==> config.mk <==
export PLATFORM = sky130hd
export DESIGN_NAME = image_mem_arbiter
export DESIGN_NICKNAME = d
export VERILOG_FILES = /design/src/rtl/mem_arb_pkg.sv /design/src/rtl/mem_range_check.sv /design/src/rtl/image_mem_arbiter.sv
export SDC_FILE = /design/constraint.sdc
export NUM_CORES = 1
export LEC_CHECK = 0
export ABC_CLOCK_PERIOD_IN_PS = 4200
export CAP_MARGIN = 20
export CORE_AREA = 3 3 75 77
export DETAILED_ROUTE_END_ITERATION = 7
export DIE_AREA = 0 0 78 80
export PLACE_DENSITY = 0.93
export SYNTH_ARGS = -nofsm -noshare
export SYNTH_HDL_FRONTEND = slang
export SYNTH_SLANG_ARGS = --single-unit
==> constraint.sdc <==
create_clock -name clk -period 4.2 [get_ports clk]
set_input_delay 0.42 -clock clk [delete_from_list [all_inputs] [get_ports clk]]
set_output_delay 0.42 -clock clk [all_outputs]
set_load 0.005 [all_outputs]
==> src/rtl/mem_arb_pkg.sv <==
// Shared geometry and type definitions for the banked M10k image memory arbiter.
package mem_arb_pkg;

  localparam int N_BANKS = 240;
  localparam int DEPTH   = 480;
  localparam int DATA_W  = 20;
  localparam int ADDR_W  = 10;
  localparam int BANK_W  = 10;

  typedef enum logic [1:0] {IDLE, OWN_C, OWN_R} owner_t;
  typedef enum logic       {PORT_C, PORT_R}     port_t;

endpackage

==> src/rtl/mem_range_check.sv <==
// Flags whether a bank/word address lands inside the populated M10k array.
module mem_range_check
  import mem_arb_pkg::*;
(
  input  logic [BANK_W-1:0] bank,
  input  logic [ADDR_W-1:0] addr,
  output logic              in_range
);

  assign in_range = (bank < BANK_W'(N_BANKS)) && (addr < ADDR_W'(DEPTH));

endmodule

==> src/rtl/image_mem_arbiter.sv <==
// Round-robin arbiter with bounded bursts and HPS override between the compute
// engine (read/write) and the HPS readback producer (read only).
module image_mem_arbiter
  import mem_arb_pkg::*;
#(
  parameter int MAX_BURST = 4
) (
  input  logic              clk,
  input  logic              reset,
  input  logic              c_req,
  input  logic              c_we,
  input  logic [BANK_W-1:0] c_bank,
  input  logic [ADDR_W-1:0] c_addr,
  input  logic [DATA_W-1:0] c_wdata,
  output logic              c_gnt,
  output logic              c_rvalid,
  output logic [DATA_W-1:0] c_rdata,
  input  logic              r_req,
  input  logic [BANK_W-1:0] r_bank,
  input  logic [ADDR_W-1:0] r_addr,
  output logic              r_gnt,
  output logic              r_rvalid,
  output logic [DATA_W-1:0] r_rdata,
  input  logic              hps_priority,
  output logic [BANK_W-1:0] mem_bank,
  output logic [ADDR_W-1:0] mem_addr,
  output logic [DATA_W-1:0] mem_wdata,
  output logic              mem_we,
  input  logic [DATA_W-1:0] mem_rdata,
  input  logic              err_clr,
  output logic              err_oob
);

  localparam int CNT_W = $clog2(MAX_BURST + 1);

  owner_t           owner_q, owner_d;
  port_t            last_served_q;
  logic [CNT_W-1:0] burst_cnt;
  logic             burst_last;
  logic             in_range;
  logic             acc_gnt;
  logic             rd_gnt;
  logic             tag_valid;
  port_t            tag_port;
  logic             tag_oob;

  assign burst_last = (burst_cnt == CNT_W'(MAX_BURST - 1));

  // NOTE: every always_comb output gets a default first so no path leaves it unassigned (no latch).
  always_comb begin
    owner_d = owner_q;
    case (owner_q)
      IDLE: begin
        if (c_req && r_req)
          owner_d = (hps_priority || last_served_q == PORT_C) ? OWN_R : OWN_C;
        else if (c_req)
          owner_d = OWN_C;
        else if (r_req)
          owner_d = OWN_R;
      end
      OWN_C: begin
        if (!c_req)
          owner_d = r_req ? OWN_R : IDLE;
        else if (r_req && (hps_priority || burst_last))
          owner_d = OWN_R;
      end
      OWN_R: begin
        if (!r_req)
          owner_d = c_req ? OWN_C : IDLE;
        else if (c_req && burst_last)
          owner_d = OWN_C;
      end
      default: owner_d = IDLE;
    endcase
  end

  // The owner steers the single shared access path; outputs idle at zero.
  always_comb begin
    c_gnt     = 1'b0;
    r_gnt     = 1'b0;
    mem_bank  = '0;
    mem_addr  = '0;
    mem_wdata = '0;
    case (owner_q)
      OWN_C: begin
        c_gnt     = c_req;
        mem_bank  = c_bank;
        mem_addr  = c_addr;
        mem_wdata = c_wdata;
      end
      OWN_R: begin
        r_gnt     = r_req;
        mem_bank  = r_bank;
        mem_addr  = r_addr;
      end
      default: ;
    endcase
  end

  mem_range_check u_range (
    .bank     (mem_bank),
    .addr     (mem_addr),
    .in_range (in_range)
  );

  assign acc_gnt = c_gnt | r_gnt;
  assign rd_gnt  = (c_gnt & ~c_we) | r_gnt;
  assign mem_we  = c_gnt & c_we & in_range;

  // NOTE: sequential state uses non-blocking assignments so all registers update together at the edge.
  always_ff @(posedge clk) begin
    if (reset) begin
      owner_q       <= IDLE;
      last_served_q <= PORT_R;
      burst_cnt     <= '0;
      tag_valid     <= 1'b0;
      tag_port      <= PORT_C;
      tag_oob       <= 1'b0;
      err_oob       <= 1'b0;
    end else begin
      owner_q <= owner_d;
      if (owner_d != owner_q && owner_q != IDLE)
        last_served_q <= (owner_q == OWN_C) ? PORT_C : PORT_R;
      // Saturating count: a long solo owner yields at once when contention appears.
      if (owner_d != owner_q)
        burst_cnt <= '0;
      else if (acc_gnt && !burst_last)
        burst_cnt <= burst_cnt + 1'b1;
      tag_valid <= rd_gnt;
      tag_port  <= r_gnt ? PORT_R : PORT_C;
      tag_oob   <= ~in_range;
      if (acc_gnt && !in_range)
        err_oob <= 1'b1;
      else if (err_clr)
        err_oob <= 1'b0;
    end
  end

  assign c_rvalid = tag_valid && (tag_port == PORT_C);
  assign r_rvalid = tag_valid && (tag_port == PORT_R);
  assign c_rdata  = (c_rvalid && !tag_oob) ? mem_rdata : '0;
  assign r_rdata  = (r_rvalid && !tag_oob) ? mem_rdata : '0;

endmodule

-- Word-level counts from Yosys, hierarchy flattened
Index checks and enable logic that the tools add are counted.
- equal/unequal tests: 4
- reductions and logical operators: 20
- bitwise logic cells: 9
- $add $sub $neg: 1
- muxes and demuxes: 22
- $lt $le $gt $ge: 2
- operator list (kind ; number):
    2-to-1 mux 20 bit ; 3
    one-hot mux 10 bit (2 select lines) ; 2
    2-to-1 mux 2 bit ; 9
    logical AND 1 bit ; 11
    < comparator 10 x 8 -> 1 bit (second input constant) ; 1
    < comparator 10 x 9 -> 1 bit (second input constant) ; 1
    2-to-1 mux 1 bit ; 7
    one-hot mux 2 bit (3 select lines) ; 1
    NOT 1 bit ; 4
    nonzero test 2 bit ; 2
    adder 3 x 1 -> 3 bit (second input constant) ; 1
    AND 1 bit ; 3
    equality test 3 x 2 -> 1 bit (second input constant) ; 1
    zero test 1 bit ; 3
    equality test 2 x 1 -> 1 bit (second input constant) ; 1
    equality test 2 bit (second input constant) ; 1
    zero test 2 bit ; 1
    logical OR 1 bit ; 2
    != test 2 bit ; 1
    OR 1 bit ; 2
    OR reduction 2 bit ; 1
- input port bits: 87
- flip-flop bits (word level): 10
- output and inout port bits: 86
- word-level logic and storage cells: 65

-- Logic depth before layout (Yosys ltp)
- depth in word-level cells: 8
- gate-level depth with buffers: 9
- mapped depth without buffers: 8

-- Modules after synthesis
A second synthesis with hierarchy kept.
- cell total of the unflattened synthesis: 208
- area total of the unflattened synthesis: 1455.1 µm²
- by module, submodules not included (module ; area each (µm²) ; cells each ; instances ; sequential area each (µm²)):
    image_mem_arbiter ; 1426.4 ; 204 ; 1 ; 200.2
    mem_range_check ; 28.8 ; 4 ; 1 ; 0.0

-- Worst setup path before layout
OpenSTA, ideal clock, no wires.
- path kind: register to output
- start point: reg owner_q[1]
- end point: out mem_we
- arrival time: 1.749 ns
- cell stages (with the launch flop): 9
- path buffers: 1
- required time: 3.780 ns
- slack: 2.031 ns
- cell sequence: dfxtp_1 > inv_1 > ha_1 > buf_2 > a32o_1 > a32o_1 > and3_1 > nor2_1 > and3_2
- word-level cells in the longest chain between the ends: 5
- elaborated cells between the ends (all ways): 10
- those cells by class: order compare: 2; eq/ne: 2; mux: 3; bitwise: 2; reduce/logical: 1
- RTL lines (item ; line ; source):
    start: declaration ; image_mem_arbiter.sv:36 ; owner_t owner_q, owner_d;
    start signal: assignment ; image_mem_arbiter.sv:121 ; owner_q <= owner_d;
    equality test 2 bit / equality test 2 x 1 -> 1 bit (equally long branches) ; image_mem_arbiter.sv:84 ; case (owner_q)
    one-hot mux 10 bit (2 select lines) ; image_mem_arbiter.sv:84 ;
    < comparator 10 x 8 -> 1 bit / < comparator 10 x 9 -> 1 bit (equally long branches) ; mem_range_check.sv:10 ; assign in_range = (bank < BANK_W'(N_BANKS)) && (addr < ADDR_W'(DEPTH));
    logical AND 1 bit ; mem_range_check.sv:10 ;
    AND 1 bit (*) ; image_mem_arbiter.sv:108 ; assign mem_we = c_gnt & c_we & in_range;
    end: declaration ; image_mem_arbiter.sv:28 ; output logic mem_we,
Every way passes the cells marked *; elsewhere a longest branch is shown, timed or not.

-- Final worst setup path
Ends and elaborated chain as after synthesis.

==> summary.md <==
| Metric | Value |
|---|---|
| Cts-stage hold buffer count | `0` |
| Clock skew | `6.65 ps` |
| Yosys warning count | `0` |
| Iter 0 DRT Violations | `84` |
| # diodes | `0` |
| RSZ-0062 raised after global routing | `no` |
| Share of power burned in registers | `between 10% and 20%` |
| Die X | `78 µm` |
| R2r setup slk | `1710 ps` |
| Initial core utilization | `between 20 and 30%` |
| Most frequent cell after synthesis | `and2_1` |
| Drt first pass iters | `4` |
| Hold Fails Final Rpt | `0` |
| Synthesized instance count | `207` |
| Drc violations | `0` |
| Status | `completed` |
| Seq/Total Area, Yosys | `13.9%` |
| FF+latch count, synth | `10` |
| Gr ovfl total | `0` |
| Critical path class | `reg -> out` |
| RR Endpoint | `last_served_q$_SDFFE_PP1P_` |
| Hold Path Class | `reg -> reg` |
| Hold_sp | `err_oob$_SDFFE_PP0P_` |
| Ys flop type | `dfxtp_1` |
| Peak fanout along the critical path | `31` |
| Area leader, netlist | `and2_1` |
| Logic pwr share | `a little under three fifths` |
| Height of the chip | `approximately 80 µm` |
| Largest net degree at the start of global routing | `32` |
| Tmin final | `3380 ps` |
| Slew @ Worst Pin | `594 ps` |
| Unique masters post-synth | `39` |
| Pwr dens | `roughly 170 nW/µm²` |
| I/O Pins | `about 170` |
| Relative slew slack | `60.4%` |
| Worst EP required | `3780 ps` |
| CTS tree | `yes` |
| Routability Congestion | `approximately 0.84` |
| Share of cells above drive strength 1 | `around 3.3%` |
| Worst path arrival time | `roughly 3000 ps` |
| Final core area utilization | `a little under two thirds` |
| Clk Latency, worst-skew pair | `~240 ps` |
| Post-route antenna net violation count | `0` |
| # Post-CTS Setup Buffers | `0` |
| Syn Std Cell Area | `1440 µm²` |
| GRT Resource Usage Total | `roughly 20%` |
| CP Launch Type | `register` |
| Drt total wl | `between 6000 and 7000 µm` |
| Worst R2R Start | `owner_q[0]$_SDFF_PP0_` |
| Final nets | `about 460` |
| Sw Pwr | `~0.00017 W` |
| Min-Delay Path Depth | `2` |
| Global-route wire length before repair | `around 10000 µm` |
| Vias in the first global route | `around 2100` |
| Clock Sinks | `10` |
| Hold path endpoint | `err_oob$_SDFFE_PP0P_` |
| Die Area | `6240 µm²` |
| Port Buf Inserts | `about 170` |
| Int Pwr | `roughly 0.00038 W` |
| Syn avg cell area | `roughly 6.9 µm²` |
| CTS buffer count | `3` |
| Clk buf depth | `2` |
| DP HPWL | `around 5600 µm` |
| CTS root buf | `clkbuf_8` |
| Area Growth Syn to Fin | `126%` |
| Setup TNS | `0 ps` |
| Crit end category | `output pin` |
| Syn_nets | `300` |
| Vias | `2060` |
| Synth top cells by count | `and2_1, nor2b_1, a22oi_1, nor2_1, dfxtp_1` |
| Top-area cell type share of the netlist area | `around a quarter` |
| Final Cycle Share | `about four fifths` |
| H-tree depth | `1` |
| Max Slew Vio Count | `0` |
| Switching share of power | `30.5%` |
| Async S/R FF share, synth | `0%` |
| Post-synth EDFFs | `0` |
| Final WS setup | `approximately 820 ps` |
| Final setup fails | `0` |
| Clock Power Share | `a little under a quarter` |
| Initial antenna violation count | `0` |
| Average routed wire per standard cell | `~15 µm` |
| VDD IR-drop max | `between 0.09 and 0.1 mV` |
| Leakage power | `between 1 and 1.5 nW` |
| Reg2Reg Depth | `9` |
| Clock transition at the registers of the reported paths | `roughly 50 ps` |
| FP Rows | `26` |
| Vias per cell | `approximately 4.7` |
| Fmax | `approximately 300 MHz` |
| Total core area | `a little over 5000 µm²` |
| Max-Cap Viols | `0` |
| Pre-CTS setup slack | `1070 ps` |
| Dominant cells by area after synthesis | `and2_1, dfxtp_1, a22oi_1, nor2b_1, ha_1` |
| Post_cts resized | `0` |
cells by family (layout without fill, tap and decap cells):
family | count (synthesis) | count (layout) | share of synthesized area (%)
AND/OR/NAND/NOR | 116 | 116 | 47.3
AO/OA/AOI/OAI | 46 | 46 | 23.8
buffers and inverters | 26 | 188 | 7.75
flip-flops | 10 | 10 | 13.9
adder cells (fa/ha/maj) | 6 | 6 | 5.22
multiplexers | 2 | 2 | 1.39
XOR/XNOR | 1 | 1 | 0.609
layout make-up:
cell class / count / area, µm²
Fill cell: 457 / 1830
Timing Repair Buffer: 175 / 1740
Multi-Input combinational cell: 171 / 1130
Sequential cell: 10 / 200
Tap cell: 70 / 87.6
Clock buffer: 4 / 55.1
Inverter: 9 / 33.8
cell usage in the layout, fill, tap and decap left out, types with 2 or more instances in the layout:
master	instances
o22ai_1	2
nand2_1	9
a21oi_1	7
mux2i_1	2
or2_2	2
dfxtp_1	10
nand2b_1	2
nor2_1	13
a21o_1	2
a22o_1	3
a22oi_1	17
ha_1	6
nor3_1	2
clkbuf_8	4
o21ai_0	3
a32o_1	4
clkdlybuf4s50_1	172
inv_1	9
and2_1	61
buf_4	3
nor2b_1	19
power groups by stage:
stage	clock network [W]	logic, W	registers [W]
global route	0.000132	0.000340	0.000109
finish	0.000125	0.000313	0.000108
CTS	0.000129	0.000316	0.000108
global placement	0	0.000307	0.000109
detailed placement	0	0.000314	0.000110
floorplan	0	0.000139	0.000108
through the flow:
stage	cells	hold WS [ps]	cell area [µm²]	total power, W
after detailed placement	435	465	3190	0.000424
after floorplan	207	462	1440	0.000247
after global routing	439	498	3250	0.000581
after global placement	435	470	3190	0.000416
after CTS	439	475	3250	0.000552
final	439	470	3250	0.000546
worst max-delay path by stage:
stage	cells past startpoint	start	slack, ps	endpoint
final	10	owner_q[1]$_SDFF_PP0_	820	mem_we
after global routing	10	owner_q[1]$_SDFF_PP0_	520	mem_we
after CTS	10	owner_q[1]$_SDFF_PP0_	810	mem_we
after detailed placement	10	owner_q[1]$_SDFF_PP0_	1070	mem_we
after global placement	10	owner_q[1]$_SDFF_PP0_	1150	mem_we
after floorplan	8	owner_q[1]$_SDFF_PP0_	2030	mem_we
registers in the layout, summed over array words and instances (netlist names):
register	count
burst_cnt	3
owner_q	2
err_oob	1
last_served_q	1
tag_oob	1
tag_port	1
tag_valid	1
critical path, stage by stage (launching register included):
cell             delay (ps)
dfxtp_1                 360
inv_1                   100
ha_1                    530
buf_4                   370
a22oi_1                 100
nor2b_1                 170
nand2_1                  70
o2111ai_1               250
nor2_1                   80
and3_2                  210
clkdlybuf4s50_1         460
per-layer routing:
| layer | part of all wire [%] | global-route usage (%) | vias up |
|---|---|---|---|
| met3 | 9.3 | 7.22 | 13 |
| li1 | - | - | 1028 |
| met5 | 0 | 0 | - |
| met4 | 2.5 | 6.29 | 0 |
| met2 | 54 | 38.8 | 107 |
| met1 | 34 | 18.8 | 912 |
No activity file was read; power rests on OpenSTA's default activity.
